**config.mk**
```make
export PLATFORM = sky130hd
export DESIGN_NAME = mult_div_unit
export DESIGN_NICKNAME = d
export VERILOG_FILES = /design/src/rtl/mult_div_unit.sv
export SDC_FILE = /design/constraint.sdc
export NUM_CORES = 1
export LEC_CHECK = 0
export BUFFER_PORTS_ARGS = -buffer_cell sky130_fd_sc_hd__buf_2
export CAP_MARGIN = 20
export CORE_ASPECT_RATIO = 0.5
export CORE_UTILIZATION = 25
export CTS_CLUSTER_SIZE = 40
export DETAILED_ROUTE_END_ITERATION = 6
export GPL_TIMING_DRIVEN = 1
export MAX_ROUTING_LAYER = met4
export PLACE_DENSITY = 0.52
export SKIP_LAST_GASP = 1
export SYNTH_ARGS = -nofsm -noshare
export SYNTH_HDL_FRONTEND = slang
export SYNTH_SLANG_ARGS = --single-unit
export TNS_END_PERCENT = 1
```
**constraint.sdc**
```tcl
create_clock -name clk -period 3.5 [get_ports clk]
set_clock_uncertainty 0.05 [all_clocks]
set_input_delay 0.525 -clock clk [delete_from_list [all_inputs] [get_ports clk]]
set_output_delay 0.525 -clock clk [all_outputs]
set_load 0.1 [all_outputs]
```
**src/rtl/mult_div_unit.sv**
```systemverilog
// Iterative shift-add multiplier / restoring divider with built-in HI/LO registers.
// Define MDU_SIGNED_EN to honour sgn (magnitude iteration plus sign fix-up in FIN).
module mult_div_unit #(
  parameter int WIDTH = 32
) (
  input  logic             clk,
  input  logic             reset,
  input  logic             start,
  input  logic             op,
  input  logic             sgn,
  input  logic [WIDTH-1:0] a,
  input  logic [WIDTH-1:0] b,
  input  logic             wr_hi,
  input  logic             wr_lo,
  input  logic [WIDTH-1:0] wdata,
  output logic             busy,
  output logic             done,
  output logic             div0,
  output logic [WIDTH-1:0] hi,
  output logic [WIDTH-1:0] lo
);

  localparam int CW = $clog2(WIDTH + 1);

  typedef enum logic [1:0] {IDLE, RUN, FIN} state_t;

  state_t             state;
  logic [2*WIDTH-1:0] p;
  logic [WIDTH-1:0]   m;
  logic [CW-1:0]      cnt;
  logic               op_q;
  logic               dz_q;

  logic [WIDTH-1:0]   amag;
  logic [WIDTH-1:0]   bmag;
  logic [2*WIDTH-1:0] pres;
  logic [WIDTH-1:0]   qres;
  logic [WIDTH-1:0]   rres;
  logic [WIDTH:0]     sum;
  logic [WIDTH:0]     t;
  logic [WIDTH:0]     diff;

`ifdef MDU_SIGNED_EN
  logic an;
  logic bn;
  logic neg_q;
  logic rneg_q;

  assign an   = sgn & a[WIDTH-1];
  assign bn   = sgn & b[WIDTH-1];
  assign amag = an ? -a : a;
  assign bmag = bn ? -b : b;
  assign pres = neg_q ? -p : p;
  assign qres = neg_q ? -p[WIDTH-1:0] : p[WIDTH-1:0];
  assign rres = rneg_q ? -p[2*WIDTH-1:WIDTH] : p[2*WIDTH-1:WIDTH];
`else
  logic unused_sgn;

  assign unused_sgn = sgn;
  assign amag = a;
  assign bmag = b;
  assign pres = p;
  assign qres = p[WIDTH-1:0];
  assign rres = p[2*WIDTH-1:WIDTH];
`endif

  // p holds {acc, multiplier} for mult and {remainder, quotient} for div
  assign sum  = {1'b0, p[2*WIDTH-1:WIDTH]} + (p[0] ? {1'b0, m} : '0);
  assign t    = p[2*WIDTH-1:WIDTH-1];
  assign diff = t - {1'b0, m};

  always_ff @(posedge clk) begin
    if (reset) begin
      state <= IDLE;
      busy  <= 1'b0;
      done  <= 1'b0;
      div0  <= 1'b0;
      hi    <= '0;
      lo    <= '0;
      p     <= '0;
      m     <= '0;
      cnt   <= '0;
      op_q  <= 1'b0;
      dz_q  <= 1'b0;
`ifdef MDU_SIGNED_EN
      neg_q  <= 1'b0;
      rneg_q <= 1'b0;
`endif
    end else begin
      done <= 1'b0;
      unique case (state)
        IDLE: begin
          if (start) begin
            op_q  <= op;
            dz_q  <= op && (b == '0);
            m     <= bmag;
            p     <= {{WIDTH{1'b0}}, amag};
            cnt   <= CW'(WIDTH);
            div0  <= 1'b0;
            busy  <= 1'b1;
            state <= (op && (b == '0)) ? FIN : RUN;
`ifdef MDU_SIGNED_EN
            neg_q  <= an ^ bn;
            rneg_q <= an;
`endif
          end else begin
            if (wr_hi) hi <= wdata;
            if (wr_lo) lo <= wdata;
          end
        end
        RUN: begin
          if (op_q) begin
            p <= diff[WIDTH]
               ? {t[WIDTH-1:0], p[WIDTH-2:0], 1'b0}
               : {diff[WIDTH-1:0], p[WIDTH-2:0], 1'b1};
          end else begin
            p <= {sum, p[WIDTH-1:1]};
          end
          cnt <= cnt - CW'(1);
          if (cnt == CW'(1)) state <= FIN;
        end
        FIN: begin
          done  <= 1'b1;
          busy  <= 1'b0;
          state <= IDLE;
          if (dz_q) begin
            div0 <= 1'b1;
          end else if (op_q) begin
            hi <= rres;
            lo <= qres;
          end else begin
            {hi, lo} <= pres;
          end
        end
        default: state <= IDLE;
      endcase
    end
  end

endmodule
```
==> results of run 1 <==
==> power by group through the flow <==
stage               Sequential [uW]  Clock [uW]  Combinational, uW
global placement               2360           0               2580
CTS                            2320        2230               2590
finish                         2320        2180               2610
detailed placement             2360           0               2590
floorplan                      2920           0               1300
global route                   2350        2310               2810
==> metal layers <==
layer	vias to the layer above	global-route usage, %	part of all wire, %
met4	0	4.19	1.5
met1	5629	24.5	48
li1	5888	-	-
met2	226	28.2	45
met3	29	3.70	5.0
met5	-	-	0
==> sequential cells by signal, indices dropped and copies added (netlist names) <==
signal and flops:
p 64, hi 32, lo 32, m 32, cnt 6, state 2
busy 1, div0 1, done 1, dz_q 1, op_q 1
==> synth_stat cells, types with 14 or more instances <==
master	count
xor2_1	17
mux2i_1	17
a22oi_1	17
ha_1	66
nor2b_1	40
a21o_1	26
xnor2_1	28
clkbuf_1	80
inv_1	64
nor2_1	111
o211ai_1	16
a211oi_1	107
nand2b_1	14
o21ai_0	43
a311oi_1	36
a21oi_1	175
and2_1	68
and3_1	15
a31oi_1	14
nand3_1	19
nor3_1	23
nand2_1	190
dfxtp_1	173
==> repair_timing <==
action,4_1_cts,5_1_grt
setup buffers,0,1
setup endpoints to repair,0,17
gates resized for setup,0,8
==> worst min-delay path: stages <==
cell	delay, ns
buf_2	0.10
nand2_1	0.05
a21oi_1	0.05
==> area by class of cell <==
type / instances / area [sq um] / area share, %
multi-input cells: 1180 / 7610 / 53.3
clock buffers: 20 / 447 / 3.13
repair buffers: 251 / 1520 / 10.6
flip-flops and latches: 173 / 3470 / 24.3
inverters: 64 / 240 / 1.68
diodes: 6 / 15.0 / 0.105
well taps: 627 / 785 / 5.49
clock inverters: 11 / 205 / 1.44
==> how the worst max path moves through the flow <==
stage | start | end | slack (ns) | depth (start not counted)
floorplan | p[0] | p[57] | 0.35 | 13
global placement | p[0] | p[58] | 0.09 | 13
detailed placement | m[0] | p[57] | 0.12 | 13
CTS | m[0] | p[57] | 0.07 | 13
global route | m[0] | p[57] | -0.04 | 13
finish | m[8] | p[61] | 0.15 | 11
==> logic make-up (layout without fill, tap and decap cells) <==
logic type,count (synthesis),after routing
buffers and inverters,166,346
xor gates and xnor gates,45,45
AOI/OAI and AO/OA,530,530
and+or+nand+nor,518,518
adders and majority gates,68,68
other,0,6
DFF,173,173
muxes,19,19
==> through the flow <==
step / TNS [ns] / area (sq um) / util, %
6_report: 0 / 14300 / 31.3
5_1_grt: -0.0364 / 14300 / 31.3
4_1_cts: 0 / 14200 / 31.2
3_5_place_dp: 0 / 13600 / 29.7
3_3_place_gp: 0 / 13600 / 29.7
2_1_floorplan: 0 / 11700 / -
==> results, run 1 <==
- The run finished with clean final reports.
- The number of enable flip-flop cells after synthesis is 0.
- Of all nets on the critical path, the largest fanout is 5.
- The proportion of synthesized flip-flops having asynchronous set or reset is 0%.
- For this run, the leading register cell type out of synthesis is dfxtp_1.
- dfxtp_1 takes more of the synthesized area than any other cell.
- The cell leakage power is about 0.006 uW.
- The top cell types in the final layout, fill and taps aside, are 190 x nand2_1, 173 x a21oi_1, 171 x dfxtp_1.
- The count of nets left with antenna violations after detail routing is 0.
- The total of max-cap violations is 0.
- Including well taps, the total number of placed cells is 2294.
- The area added between synthesis and finish is 22.6%.
- The number of core rows is 55.
- The total of buffers placed on input and output ports is 168.
- The dominant combinational cell family by area after synthesis is compound AO/OA/AOI/OAI gates.
- The horizontal die dimension is 307 microns.
- On the critical path, the stage with the largest delay is an instance of a311oi_1.
- Summed over its instances, the top area cell type makes up between 20% and 30% of the synthesized netlist area.
- Summing every instance area after synthesis gives around 12000 sq um.
- The worst hold path was traced through 3 stages.
- The filler cells instantiated in the layout total between 4000 and 5000.
- After clock tree synthesis, the clock-pin slew on the worst setup and hold paths is roughly 0.07 ns.
- The I/O pin count is 170.
- The final HPWL from detailed placement is roughly 32000 microns.
- The critical setup path kind is flip-flop to flip-flop.
- Hold timing on the final database bottoms out at a slack of between 0.2 and 0.3 ns.
- After synthesis, the share of cell area in mux cells is under 10%.
- The most common cell after layout, fill and taps aside is nand2_1.
- In this run the critical register-to-register path is captured at p[61].
- Data on the critical path is required at its endpoint by ~3.8 ns.
- The period utilization is 95.7%.
- The final count of pins violating max slew is 0.
- The kind of end point of the critical path is a flip-flop.
- The number of non-filler instances in the completed layout is around 2300.
- The number of endpoints with negative hold slack in the final report is 0.
- The worst min-delay path category is input pin to flip-flop.
- The area of the placeable core is ~46000 sq um.
- The synthesized netlist devotes under 10% of its cell area to adder and majority cells.
- The floorplan step defined a die boundary enclosing 47500 sq um.
- The total via count in the routed design is 11772.
- For this run, the number of Yosys warnings is 0.
- The category of cells accounting for the largest share of critical-path delay is compound AO/OA/AOI/OAI gates.
- Counting both buffers and inverters, the worst setup path holds a total of 1.
- The total nets after synthesis is around 1700.
- The largest incremental delay on the critical path is approximately 0.46 ns.
- The first global-routing pass estimated between 60000 and 70000 microns of wire.
- The first detailed-routing pass took 5 iterations.
- The cell sitting at the root of the clock tree is a clkbuf_16.
- Setup repair after global routing could not meet its margin everywhere.
- Dividing the synthesized area by the synthesized cell count gives 7.67 sq um.
- After global routing the overflow that remains totals 0.
- TritonCTS built the clock tree.
- The number of buffers created by CTS is 17.
- The total design power is slightly above 7000 uW.
- For this run, the total global-route usage over all layers was measured as a little under a fifth.
- The routed design has between 40000 and 50000 microns of wire.
- The number of antenna violations at the first check in global routing is 6.
- The count of state elements after synthesis is approximately 170.
- Dividing the detail-routed wire length by the instance count gives around 18 microns.
- Measured against its own limit, the worst slew margin works out to between 30% and 40%.
- Of the total power, combinational logic draws around 37%.
- Sequential elements use 29.7% of the synthesized area.
- The data arrival time of the critical path is around 3.7 ns.
- Of the cells placed in the final design, the portion with a size suffix greater than 1 is 19.0%.
- The complex-gate fraction of the synthesized area is a little under a third.
- The latest clock arrival within the worst-skew pair is ~0.45 ns.
- IR analysis of the VDD net gives a maximum drop of ~0.37 mV.
- The post-synthesis xor/xnor area fraction is 3.38%.
- The clock share of power is a little over 30%.
- The startpoint kind of the worst setup timing path is a flip-flop.
- The H-tree was split into 4 levels.
- In this design, the critical path's most frequently occurring cell is and3_1.
- The path with the worst hold slack has its endpoint at m[10].
- Of the total synthesized cell area, the portion taken by AND, OR, NAND and NOR gates is 21.2%.
- Synthesis produced a netlist whose cell count is around 1500.
- The time the final worst path needs with I/O delays and setup is between 3 and 4 ns.
- The number of buffers inserted by hold repair at cts is 0.
- For the pin with the worst max-slew slack, the measured transition is about 0.95 ns.
- CTS saw around 170 sinks.
- The part of the power in registers is approximately 33%.
- The number of DRC markers after the initial detailed-route iteration is ~920.
- The setup check on the worst reg-to-reg path leaves a slack of roughly 0.15 ns.
- The startpoint identified for the worst hold timing path is b[10].
- The die extent in y is about 150 microns.
- The maximum number of pins on one net before global-route repair is 78.
- The startpoint of the worst register-to-register path is m[8].
- In this run switching power makes up 39.8% of total power.
- The distinct cell type count after synthesis is 83.
- The signal on the critical path passes through inv_1 -> ha_1 -> and3_1 -> and4_1 -> o211ai_1 -> a21oi_2 -> a31oi_1 -> a311oi_1 -> mux2_2 -> and3_1 -> a211oi_2.
- The final worst-path setup slack is between 0.15 and 0.2 ns.
- Dividing the detail-routed via count by the number of cells gives just over 5.
- The number of cells traversed by the worst register-to-register path is 11.
- For this run, the post-layout net count is roughly 1900.
- The power per unit of standard cell area is roughly 500 nW/um^2.
- The internal power summed over all cells is about 4300 uW.
- The via count of the first global-routing pass came to roughly 11000.
- The clock passes through at most 2 buffers.
- The switching power total is ~2800 uW.
- At the placement stage, the worst setup path has a slack of 0.122 ns.
- The weighted congestion reported at the end of routability-driven placement is around 0.91.
- The initial utilization of the core area, before any placement, comes to 25.6%.
- For this run, design rule violations remaining after detail routing come to 0.
- Yosys attributes the largest share of cell area to dfxtp_1 30%, a21oi_1 7.5%, ha_1 7.1%, a211oi_1 6.9%, nand2_1 6.1%.
- The maximum achievable frequency is approximately 300 MHz.
- The final setup violation count is 0.
Note: power is estimated with default switching activity, not from simulation.
==> inputs of run 2 (changes only) <==
--- a/config.mk
+++ b/config.mk
@@ -14,6 +14,7 @@
 export GPL_TIMING_DRIVEN = 1
 export MAX_ROUTING_LAYER = met4
 export PLACE_DENSITY = 0.52
+export RECOVER_POWER = 100
 export SKIP_LAST_GASP = 1
 export SYNTH_ARGS = -nofsm -noshare
 export SYNTH_HDL_FRONTEND = slang
==> results, run 2 (synthesized netlist as in run 1, its figures left out) <==
- The worst supply voltage drop on vdd was 0.372 mV (-0.49%).
- The total via count in the routed design is 11825 (+0.45%).
- The number of cells traversed by the worst register-to-register path is 11 (unchanged).
- The number of DRC markers after the initial detailed-route iteration is 1004 (+8.7%).
- The top cell types in the final layout, fill and taps aside, are 190 x nand2_1, 173 x a21oi_1, 171 x dfxtp_1.
- The headroom to the max-slew limit is -23.8% (-60 points).
- The power share of the combinational group is 36.4% (-0.3 points).
- The worst hold path belongs to the class input pin to flip-flop.
- The cell leakage power is 0.00560 uW (-5.0%).
- The number of non-filler instances in the completed layout is 2332 (unchanged).
- The data arrival time of the critical path was 3.65 ns (-0.02 ns).
- The critical register-to-register path endpoint is p[61].
- The initial core utilization is 25.6% (unchanged).
- The library cell used most frequently in the layout, excluding fill and tap cells, is nand2_1.
- The number of endpoints with negative hold slack in the final report came to 0 (unchanged).
- The final-layout fill cell count is 4992 (+0.69%).
- The count of nets left with antenna violations after detail routing came to 0 (unchanged).
- The area added between synthesis and finish is 21.6%.
- The time the final worst path needs with I/O delays and setup is 3.33 ns (-0.0164 ns).
- The worst setup path is launched from a flip-flop.
- The sequential cell area is 3470 sq um (unchanged).
- The number of buffers created by CTS is 17 (unchanged).
- The final HPWL from detailed placement was 32100 microns (unchanged).
- The worst setup slack before clock tree synthesis is 0.122 ns (unchanged).
- The clock share of power came to 30.8% (about the same).
- The die extent in y is 155 microns (unchanged).
- The total design power is 7090 uW (-0.40%).
- The maximum number of buffers from clock root to sink is 2 (unchanged).
- The vias per cell is 5.07 (+0.45%).
- The internal power summed over all cells came to 4250 uW (-0.86%).
- The final count of pins violating max slew is 78 (+78).
- The path with the worst hold slack has its endpoint at m[10].
- STA classifies the critical path endpoint as a flip-flop.
- The total global-route track usage is 18.3% (unchanged).
- The area of the placeable core is 45600 sq um (unchanged).
- The switching power total is 2840 uW (+0.30%).
- The final worst-path setup slack is 0.169 ns (+0.0164 ns).
- The period utilization was 95.2% (-0.47 points).
- The clock sink count came to 173 (unchanged).
- The final setup violation count is 0 (unchanged).
- The launch point of the worst hold path is b[10].
- The latest clock arrival within the worst-skew pair is 0.45 ns (about the same).
- The I/O pin count is 170 (unchanged).
- The weighted congestion reported at the end of routability-driven placement is 0.912 (unchanged).
- The area of the die was 47500 sq um (unchanged).
- The iteration count of the initial detailed-routing pass came to 5 (unchanged).
- The horizontal die dimension is 307 microns (unchanged).
- The number of instances in the placed design came to 2294 (unchanged).
- The number of nets in the layout came to 1858 (unchanged).
- The clock-pin slew on the worst setup and hold paths is 0.07 ns (about the same).
- The final reports fail on capacitance limit, slew limit.
- The fraction of power spent switching nets is 40.1% (+0.28 points).
- The total of max-cap violations is 1 (+1).
- The power per unit of standard cell area came to 500 nW/um^2 (+0.38%).
- The first-pass GRT wire length is 65700 microns (unchanged).
- The root buffer cell is clkbuf_16.
- Setup repair after global routing could not meet its margin everywhere.
- The data required time of the critical path is 3.82 ns (about the same).
- The number of antenna violations at the first check in global routing is 6 (unchanged).
- More flip-flops sit in one register than any other, and that register is p.
- The sum of negative setup slack came to 0 ns (unchanged).
- The total routed wirelength is 42600 microns (about the same).
- The total of buffers placed on input and output ports is 168 (unchanged).
- The maximum achievable frequency is 300 MHz (+0.49%).
- The largest driver fanout on the critical path was 5 (unchanged).
- The flip-flop count of the largest register after layout is 64 (unchanged).
- The startpoint identified for the worst register-to-register timing path is m[8].
- The number of core rows was 55 (unchanged).
- The slew at the pin closest to its max-slew limit came to 1.86 ns (+0.904 ns).
- The fraction of final layout cells sized beyond drive strength 1 came to 14.8% (-4.2 points).
- The part of the power in registers was 32.8% (+0.2 points).
- The average routed wire per standard cell is 18.3 microns (about the same).
- The total DRC errors in the routed layout came to 0 (unchanged).
- The hold path depth is 3 (unchanged).
- The via count of the first global-routing pass was 11268 (unchanged).
- The CTS H-tree depth is 4 (unchanged).
- The maximum number of pins on one net before global-route repair is 78 (unchanged).
- The worst setup path is of the flip-flop to flip-flop kind.
- The area of combinational cells with multiple inputs is 7610 sq um (about the same).
- The total overflow reported by the global router is 0 (unchanged).
- TritonCTS built the clock tree.
- The post-layout utilization of the core is 31.1% (-0.24 points).
- The register-to-register setup slack is 0.17 ns (+0.02 ns).
- The run finished, with violations left.
-- run 2: cell types whose count changed in the layout (fill, tap and decap cells not counted), sizes merged --
cell,before,now
buf,251,175
clkbuf,20,96
-- run 2: power by group through the flow --
| stage | sequential [uW] | combinational, uW | clock (uW) |
|---|---|---|---|
| global placement | 2360 | 2580 | 0 |
| finish | 2330 | 2580 | 2190 |
| CTS | 2320 | 2590 | 2230 |
| floorplan | 2920 | 1300 | 0 |
| detailed placement | 2360 | 2590 | 0 |
| global route | 2350 | 2780 | 2310 |
-- run 2: worst max path at each step --
| stage | start | endpoint | slack (ns) | depth (start not counted) |
|---|---|---|---|---|
| floorplan | p[0] | p[57] | 0.35 | 13 |
| global placement | p[0] | p[58] | 0.09 | 13 |
| detailed placement | m[0] | p[57] | 0.12 | 13 |
| CTS | m[0] | p[57] | 0.07 | 13 |
| global route | m[0] | p[57] | -0.04 | 13 |
| finish | m[8] | p[61] | 0.17 | 11 |
-- run 2: what timing repair did --
item	4_1_cts	5_1_grt
hold buffers	0	0
resized for setup	0	8
setup buffers	0	1
setup endpoints to repair	0	17
-- run 2: area by class of cell --
| type | count | share of cell area [%] |
|---|---|---|
| clock buffer | 20 | 3.15 |
| antenna | 6 | 0.106 |
| inverter | 64 | 1.69 |
| sequential | 173 | 24.4 |
| multi-input combinational | 1180 | 53.7 |
| timing repair buffer | 251 | 9.95 |
| tap | 627 | 5.53 |
| clock inverter | 11 | 1.45 |
-- run 2: routing by layer --
layer / GRT usage [%] / up-vias / part of all wire [%]
met5: - / - / 0
met4: 4.19 / 0 / 1.2
met3: 3.70 / 24 / 5.2
met2: 28.2 / 246 / 45
met1: 24.5 / 5662 / 48
li1: - / 5893 / -
-- run 2: metrics by stage --
stage | hold slack, ns | cell area, sq um
6_report | 0.270 | 14200
5_1_grt | 0.251 | 14200
4_1_cts | 0.247 | 14200
3_5_place_dp | 0.399 | 13600
3_3_place_gp | 0.397 | 13600
2_1_floorplan | 0.393 | 11700
-- run 2: critical path: stages (launching register included) --
cell and delay, ns:
dfxtp_1 0.36, inv_1 0.05, ha_1 0.35, and3_1 0.23, and4_1 0.27, o211ai_1 0.22, a21oi_2 0.28, a31oi_1 0.16
a311oi_1 0.46, mux2_1 0.41, and3_1 0.20, a211oi_2 0.19
